### src/rtl/kbd_pkg.sv
// rtl/kbd_pkg.sv - shared types and constants for the PS/2 keyboard event front end
//
// Purpose: event record, parser state encoding, prefix scan codes and the
// frame parity helper used by ps2_frame_rx and kbd_event_ctrl.

package kbd_pkg;

  typedef struct packed {
    logic       ext;
    logic       brk;
    logic       rpt;
    logic [7:0] code;
  } kbd_event_t;

  typedef enum logic [1:0] {
    ST_IDLE,
    ST_GOT_E0,
    ST_GOT_F0,
    ST_GOT_E0F0
  } parse_state_t;

  localparam logic [7:0] SC_EXT  = 8'hE0;
  localparam logic [7:0] SC_BRK  = 8'hF0;
  localparam logic [7:0] SC_ERR0 = 8'h00;
  localparam logic [7:0] SC_ERR1 = 8'hFF;

  // Data byte plus parity bit must hold an odd number of ones.
  function automatic logic odd_parity_ok(input logic [8:0] data_and_parity);
    return ^data_and_parity;
  endfunction

endpackage

### src/rtl/ps2_frame_rx.sv
// rtl/ps2_frame_rx.sv - PS/2 11-bit frame receiver with sync, checks and timeout
//
// Purpose: synchronise the raw PS/2 pins, shift in one bit per falling edge
// of ps2_clk, and validate start/parity/stop once all 11 bits are in.
// Ports:
//   clk, rst           - system clock, async active-high reset
//   ps2_clk, ps2_data  - raw asynchronous PS/2 pins
//   byte_valid         - 1-cycle pulse, data_byte holds a good byte
//   data_byte          - received data byte
//   frame_err          - 1-cycle pulse, frame had bad start, parity or stop

module ps2_frame_rx
  import kbd_pkg::*;
#(
  parameter int unsigned TIMEOUT_CYC = 50000
) (
  input  logic       clk,
  input  logic       rst,
  input  logic       ps2_clk,
  input  logic       ps2_data,
  output logic       byte_valid,
  output logic [7:0] data_byte,
  output logic       frame_err
);

  localparam int TW = $clog2(TIMEOUT_CYC + 1);

  logic [2:0]    clk_s;
  logic [2:0]    data_s;
  logic          clk_prev;
  logic [3:0]    bit_idx;
  logic [9:0]    shift;
  logic [TW-1:0] tmo_cnt;
  logic          fall;

  assign fall = clk_prev & ~clk_s[2];

  always_ff @(posedge clk or posedge rst) begin
    if (rst) begin
      clk_s      <= 3'b111;
      data_s     <= 3'b111;
      clk_prev   <= 1'b1;
      bit_idx    <= 4'd0;
      shift      <= 10'd0;
      tmo_cnt    <= '0;
      byte_valid <= 1'b0;
      data_byte  <= 8'h00;
      frame_err  <= 1'b0;
    end else begin
      clk_s      <= {clk_s[1:0], ps2_clk};
      data_s     <= {data_s[1:0], ps2_data};
      clk_prev   <= clk_s[2];
      byte_valid <= 1'b0;
      frame_err  <= 1'b0;
      if (fall) begin
        tmo_cnt <= '0;
        if (bit_idx == 4'd10) begin
          // shift[0] = start, shift[8:1] = data, shift[9] = parity; current bit = stop
          bit_idx <= 4'd0;
          if (!shift[0] && odd_parity_ok(shift[9:1]) && data_s[2]) begin
            byte_valid <= 1'b1;
            data_byte  <= shift[8:1];
          end else begin
            frame_err <= 1'b1;
          end
        end else begin
          shift   <= {data_s[2], shift[9:1]};
          bit_idx <= bit_idx + 4'd1;
        end
      end else if (bit_idx != 4'd0) begin
        // Only a partial frame can time out; an idle line never counts.
        if (tmo_cnt == TW'(TIMEOUT_CYC)) begin
          bit_idx <= 4'd0;
          tmo_cnt <= '0;
        end else begin
          tmo_cnt <= tmo_cnt + TW'(1);
        end
      end
    end
  end

endmodule

### src/rtl/kbd_event_ctrl.sv
// rtl/kbd_event_ctrl.sv - PS/2 keyboard event controller: prefix parser, repeat tracker, event FIFO
//
// Purpose: decode PS/2 scan bytes into {ext, break, repeat, code} events and
// buffer them for a valid/ready consumer.
// Ports:
//   clk, rst            - system clock, async active-high reset
//   ps2_clk, ps2_data   - raw PS/2 pins
//   ev_valid/ev_ready   - show-ahead event FIFO handshake
//   ev_code/ev_ext/ev_break/ev_repeat - head event fields
//   press_count         - non-repeat make events (wraps)
//   err_count           - rejected frames (saturates)
//   overflow            - sticky, an event was dropped on a full FIFO
//   clr_status          - clears overflow and err_count

module kbd_event_ctrl
  import kbd_pkg::*;
#(
  parameter int          FIFO_DEPTH    = 8,
  parameter int          COUNT_W       = 8,
  parameter int unsigned TIMEOUT_CYC   = 50000,
  parameter bit          REPEAT_FILTER = 1'b1
) (
  input  logic               clk,
  input  logic               rst,
  input  logic               ps2_clk,
  input  logic               ps2_data,
  output logic               ev_valid,
  input  logic               ev_ready,
  output logic [7:0]         ev_code,
  output logic               ev_ext,
  output logic               ev_break,
  output logic               ev_repeat,
  output logic [COUNT_W-1:0] press_count,
  output logic [COUNT_W-1:0] err_count,
  output logic               overflow,
  input  logic               clr_status
);

  localparam int AW = $clog2(FIFO_DEPTH);

  logic         byte_valid;
  logic [7:0]   rx_byte;
  logic         frame_err;

  ps2_frame_rx #(.TIMEOUT_CYC(TIMEOUT_CYC)) u_rx (
    .clk        (clk),
    .rst        (rst),
    .ps2_clk    (ps2_clk),
    .ps2_data   (ps2_data),
    .byte_valid (byte_valid),
    .data_byte  (rx_byte),
    .frame_err  (frame_err)
  );

  // ---------------- prefix decode ----------------
  parse_state_t state, next_state;
  logic         emit, emit_brk, emit_ext;

  always_comb begin
    next_state = state;
    emit       = 1'b0;
    emit_brk   = 1'b0;
    emit_ext   = 1'b0;
    if (byte_valid) begin
      case (state)
        ST_IDLE: begin
          if (rx_byte == SC_EXT)                             next_state = ST_GOT_E0;
          else if (rx_byte == SC_BRK)                        next_state = ST_GOT_F0;
          else if (rx_byte != SC_ERR0 && rx_byte != SC_ERR1) emit = 1'b1;
        end
        ST_GOT_E0: begin
          if (rx_byte == SC_BRK)      next_state = ST_GOT_E0F0;
          else if (rx_byte != SC_EXT) begin
            emit       = 1'b1;
            emit_ext   = 1'b1;
            next_state = ST_IDLE;
          end
        end
        ST_GOT_F0: begin
          emit       = 1'b1;
          emit_brk   = 1'b1;
          next_state = ST_IDLE;
        end
        default: begin
          emit       = 1'b1;
          emit_brk   = 1'b1;
          emit_ext   = 1'b1;
          next_state = ST_IDLE;
        end
      endcase
    end
  end

  // ---------------- parser state, repeat tracking, push register ----------------
  logic [8:0]  held_key;
  logic        held_valid;
  logic        key_match;
  logic        push;
  kbd_event_t  push_ev;

  assign key_match = held_valid && (held_key == {emit_ext, rx_byte});

  always_ff @(posedge clk or posedge rst) begin
    if (rst) begin
      state       <= ST_IDLE;
      held_key    <= 9'd0;
      held_valid  <= 1'b0;
      press_count <= '0;
      push        <= 1'b0;
      push_ev     <= '0;
    end else begin
      state <= next_state;
      push  <= 1'b0;
      if (emit) begin
        if (emit_brk) begin
          push    <= 1'b1;
          push_ev <= '{ext: emit_ext, brk: 1'b1, rpt: 1'b0, code: rx_byte};
          if (key_match) held_valid <= 1'b0;
        end else if (key_match) begin
          // Typematic repeat: never counted, optionally forwarded
          if (!REPEAT_FILTER) begin
            push    <= 1'b1;
            push_ev <= '{ext: emit_ext, brk: 1'b0, rpt: 1'b1, code: rx_byte};
          end
        end else begin
          held_key    <= {emit_ext, rx_byte};
          held_valid  <= 1'b1;
          press_count <= press_count + COUNT_W'(1);
          push        <= 1'b1;
          push_ev     <= '{ext: emit_ext, brk: 1'b0, rpt: 1'b0, code: rx_byte};
        end
      end
    end
  end

  // ---------------- event FIFO ----------------
  kbd_event_t  mem [FIFO_DEPTH];
  logic [AW-1:0] wr_ptr, rd_ptr;
  logic [AW:0]   count;
  logic          full, pop, do_write;
  kbd_event_t    head_ev;

  assign full     = (count == (AW+1)'(FIFO_DEPTH));
  assign pop      = ev_valid & ev_ready;
  assign do_write = push & (~full | pop);

  always_ff @(posedge clk) begin
    if (do_write) mem[wr_ptr] <= push_ev;
  end

  always_ff @(posedge clk or posedge rst) begin
    if (rst) begin
      wr_ptr <= '0;
      rd_ptr <= '0;
      count  <= '0;
    end else begin
      if (do_write) wr_ptr <= wr_ptr + AW'(1);
      if (pop)      rd_ptr <= rd_ptr + AW'(1);
      case ({do_write, pop})
        2'b10:   count <= count + (AW+1)'(1);
        2'b01:   count <= count - (AW+1)'(1);
        default: count <= count;
      endcase
    end
  end

  assign ev_valid  = (count != '0);
  assign head_ev   = mem[rd_ptr];
  assign ev_code   = ev_valid ? head_ev.code : 8'h00;
  assign ev_ext    = ev_valid & head_ev.ext;
  assign ev_break  = ev_valid & head_ev.brk;
  assign ev_repeat = ev_valid & head_ev.rpt;

  // ---------------- status ----------------
  // A new drop or error in the clear cycle takes priority over the clear.
  always_ff @(posedge clk or posedge rst) begin
    if (rst) begin
      overflow  <= 1'b0;
      err_count <= '0;
    end else begin
      if (push && full && !pop) overflow <= 1'b1;
      else if (clr_status)      overflow <= 1'b0;
      if (frame_err) begin
        if (err_count != '1) err_count <= err_count + COUNT_W'(1);
      end else if (clr_status) begin
        err_count <= '0;
      end
    end
  end

endmodule
### config.mk
export PLATFORM = sky130hd
export DESIGN_NAME = kbd_event_ctrl
export DESIGN_NICKNAME = d
export VERILOG_FILES = /design/src/rtl/kbd_pkg.sv /design/src/rtl/ps2_frame_rx.sv /design/src/rtl/kbd_event_ctrl.sv
export SDC_FILE = /design/constraint.sdc
export NUM_CORES = 1
export LEC_CHECK = 0
export ABC_CLOCK_PERIOD_IN_PS = 3700
export BUFFER_PORTS_ARGS = -buffer_cell sky130_fd_sc_hd__buf_2
export CELL_PAD_IN_SITES_DETAIL_PLACEMENT = 2
export CELL_PAD_IN_SITES_GLOBAL_PLACEMENT = 2
export CORE_MARGIN = 3
export CORE_UTILIZATION = 45
export DETAILED_ROUTE_END_ITERATION = 16
export GPL_ROUTABILITY_DRIVEN = 0
export GPL_TIMING_DRIVEN = 0
export PLACE_DENSITY = 0.91
export SLEW_MARGIN = 10
export SYNTH_ARGS = -nofsm -noshare
export SYNTH_HDL_FRONTEND = slang
export SYNTH_HIERARCHICAL = 1
export SYNTH_SLANG_ARGS = --single-unit
### constraint.sdc
create_clock -name clk -period 3.7 [get_ports clk]
set_clock_uncertainty 0.15 [all_clocks]
set_input_delay 0.555 -clock clk [delete_from_list [all_inputs] [get_ports clk]]
set_output_delay 0.555 -clock clk [all_outputs]
set_load 0.005 [all_outputs]
==> results.sh <==
export IMPL_grt_first_pass_wirelength_um=32500
export IMPL_root_buffer="clkbuf_16"
export IMPL_grt_max_degree=35
export IMPL_leakage_nw=3.59
export IMPL_core_mm2=0.0167
export IMPL_start_kind="flop"
export IMPL_hpwl_um=13500
export IMPL_synth_nets=556
export IMPL_area_delta_synth_final_pct=14.5
export IMPL_period_share=0.862
export IMPL_synth_flop_cell="dfrtp_1"
export IMPL_maxSlewViolCount=0
export IMPL_dieArea_mm2=0.0188
export IMPL_drtAntennaViolNets=0
export IMPL_grt_pass1_vias=5273
export IMPL_route_detailed_drc=0
export IMPL_initial_utilization=0.463
export IMPL_end_kind="flop"
export IMPL_nNetsFinal=612
export IMPL_path_max_fanout=10
export IMPL_postCtsSetupBuffers=0
export IMPL_whs_ns=0.00992
export IMPL_cts_sinks=177
export IMPL_crit_chain="or4_4 > o31a_1 > nand2_1 > xor2_1 > and4_1 > ha_1 > nor3_2 > buf_6 > mux2_2"
export IMPL_diodes=0
export IMPL_cts_made_buffers=17
export IMPL_fillerInstances=1577
export IMPL_ys_warn_count=6
export IMPL_seq_area_mm2=0.00484
export IMPL_io_pin_count=35
export IMPL_routed_via_count=4692
export IMPL_antenna_found_initial=0
export IMPL_synth_area_top_cells="edfxtp_1 (31%), dfrtp_1 (29%), mux4_2 (5.8%), mux2_2 (3.9%), xnor2_1 (2.6%)"
export IMPL_clockBufferDepth=2
export IMPL_tritoncts="yes"
export IMPL_setup_tns_ns=0
export IMPL_ctsHoldBuffers=0
export IMPL_rows=47
export IMPL_synthCells=535
export IMPL_cts_resized_gates=0
export IMPL_drt_total_wl_um=20300
export IMPL_synth_edf_count=80
export IMPL_fp_dieH_um=137
export IMPL_yosysSeqAreaShare=0.626
export IMPL_ys_async_sr_fraction=0.548
export IMPL_die_w_um=137
export IMPL_grt_use_total=0.235
export IMPL_cp_arrival_ns=3.35
export IMPL_max_freq_mhz=314
export IMPL_cp_required_ns=3.86
export IMPL_path_clk_slew_ns=0.08
export IMPL_path_buf_inv=1
export IMPL_fin_crit_ns=3.19
export IMPL_h_tree_depth=4
export IMPL_drtIter0Drc=171
export IMPL_vias_per_cell=5.69
export IMPL_cap_violations=0
export IMPL_critical_path_top_delay_family="simple AND/OR/NAND/NOR gates"
export IMPL_peakVddDrop_uv=352
export IMPL_path_class="flop to flop"
export IMPL_synth_avg_cell_area_um2=14.5
export IMPL_clock_latency_ns=0.43
export IMPL_setup_violations=0
export IMPL_synthesis_area_mm2=0.00773
export IMPL_hold_viol_final=0
export IMPL_ys_top_cells_by_count="dfrtp_1 (90), edfxtp_1 (80), nor2_1 (36)"
export IMPL_port_buffers=33
export IMPL_overflow=0
export IMPL_synth_top_area_share=0.311
export IMPL_wire_per_inst_um=24.6
export IMPL_firstDrtPassIters=4
export IMPL_slowest_stage="or4_4"
export IMPL_max_stage_delay_ns=0.62
export IMPL_slew_headroom=0.267
export IMPL_outcome="complete, no violations"
export IMPL_synthMostInstantiatedCell="dfrtp_1"
export IMPL_synth_seq_cells=177
export IMPL_drive_above_1_share=0.253
export IMPL_multi_input_area_mm2=0.00274
export IMPL_synth_cell_type_count=59
export IMPL_tightestPinTransition_ns=1.10
export IMPL_p_per_area_mw_per_mm2=627
export IMPL_hp_class="input port to async pin"
export IMPL_rsz0062_at_grt="false"
export IMPL_synth_area_leader_cell="edfxtp_1"
## metrics by stage
stage | std cells | instance area (um^2) | worst slack (ns) | power, mW | utilization
floorplan | 535 | 7730 | 0.863 | 3.29 | -
global route | 824 | 8850 | 0.301 | 5.84 | 0.530
CTS | 824 | 8850 | 0.488 | 5.60 | 0.530
detailed placement | 792 | 8240 | 0.547 | 3.67 | 0.493
finish | 824 | 8850 | 0.512 | 5.54 | 0.530
global placement | 788 | 8170 | 0.702 | 3.54 | 0.489
## final timing paths
path | start | endpoint | slack, ns | depth (start not counted)
max in group asynchronous | rst | u_rx/clk_prev$_DFF_PP1_ | 2.77 | 3
min in group clk | ps2_clk | u_rx/clk_s[0]$_DFF_PP1_ | 0.07 | 1
setup / recovery | u_rx/data_byte[3]$_DFFE_PP0P_ | push_ev[0]$_DFFE_PP0P_ | 0.51 | 9
setup reg to reg | u_rx/data_byte[3]$_DFFE_PP0P_ | push_ev[0]$_DFFE_PP0P_ | 0.51 | 9
hold reg to reg | u_rx/clk_s[1]$_DFF_PP1_ | u_rx/clk_s[2]$_DFF_PP1_ | 0.21 | 0
hold / removal | rst | held_valid$_DFFE_PP0P_ | 0.01 | 2
## area by class of cell
class                      instances  share of cell area
sequential                       177               0.547
multi-input combinational        323               0.309
clock buffer                      17              0.0481
tap                              220              0.0311
timing repair buffer              37              0.0249
clock inverter                    15              0.0211
buffer                            15              0.0102
inverter                          20             0.00848
## cell usage in the layout, fill, tap and decap left out, types with 3 or more instances in the layout
cell | synthesis | layout
or3_1 | 3 | 3
mux2_2 | 27 | 27
dfstp_2 | 7 | 7
nor3_1 | 16 | 14
nor4b_1 | 3 | 3
clkbuf_1 | 8 | 8
nand3_1 | 18 | 18
nand2b_1 | 6 | 6
inv_8 | 0 | 6
nor2b_1 | 3 | 3
buf_4 | 1 | 3
nor3_2 | 1 | 3
nand2_1 | 24 | 24
and3_1 | 5 | 5
edfxtp_1 | 80 | 80
nor2_1 | 36 | 36
clkbuf_16 | 0 | 17
mux2_4 | 10 | 10
nor3b_1 | 4 | 4
inv_6 | 0 | 4
mux4_2 | 20 | 20
mux2i_1 | 13 | 13
dfrtp_1 | 90 | 90
xor2_1 | 17 | 17
inv_1 | 20 | 18
o21ai_0 | 10 | 10
xnor2_1 | 23 | 23
ha_1 | 14 | 14
buf_2 | 3 | 36
a21o_1 | 8 | 8
nand4_1 | 8 | 8
a21oi_1 | 12 | 12
nor4_1 | 8 | 8
## routing by layer
metal,routed length [um],track usage
met4,627,0.0987
met3,489,0.0353
met1,7970,0.279
met5,0,0
met2,11200,0.423
## power by group
part           switching, mW  total [mW]  internal, mW  leakage (nW)
Clock                  0.855        1.89          1.03         0.297
Sequential             0.203        2.39          2.18          1.95
Combinational          0.679        1.27         0.590          1.35
Total                   1.74        5.54          3.81          3.59
## registers in the layout, summed over array words and instances, names as in the netlist, 4 cells and up
signal,flops
mem,80
u_rx/tmo_cnt,16
push_ev,10
u_rx/shift,10
held_key,9
err_count,8
press_count,8
u_rx/data_byte,8
count,4
u_rx/bit_idx,4
## kinds of logic after synthesis
group,Yosys count,synth area share
flops,177,0.626
simple gates,151,0.105
mux,73,0.140
compound gates,42,0.0354
xor+xnor,41,0.0474
buf+inv,35,0.0214
fa+ha+maj,15,0.0252
other cells,1,0.000485
Power figures use the tool's default switching activity.
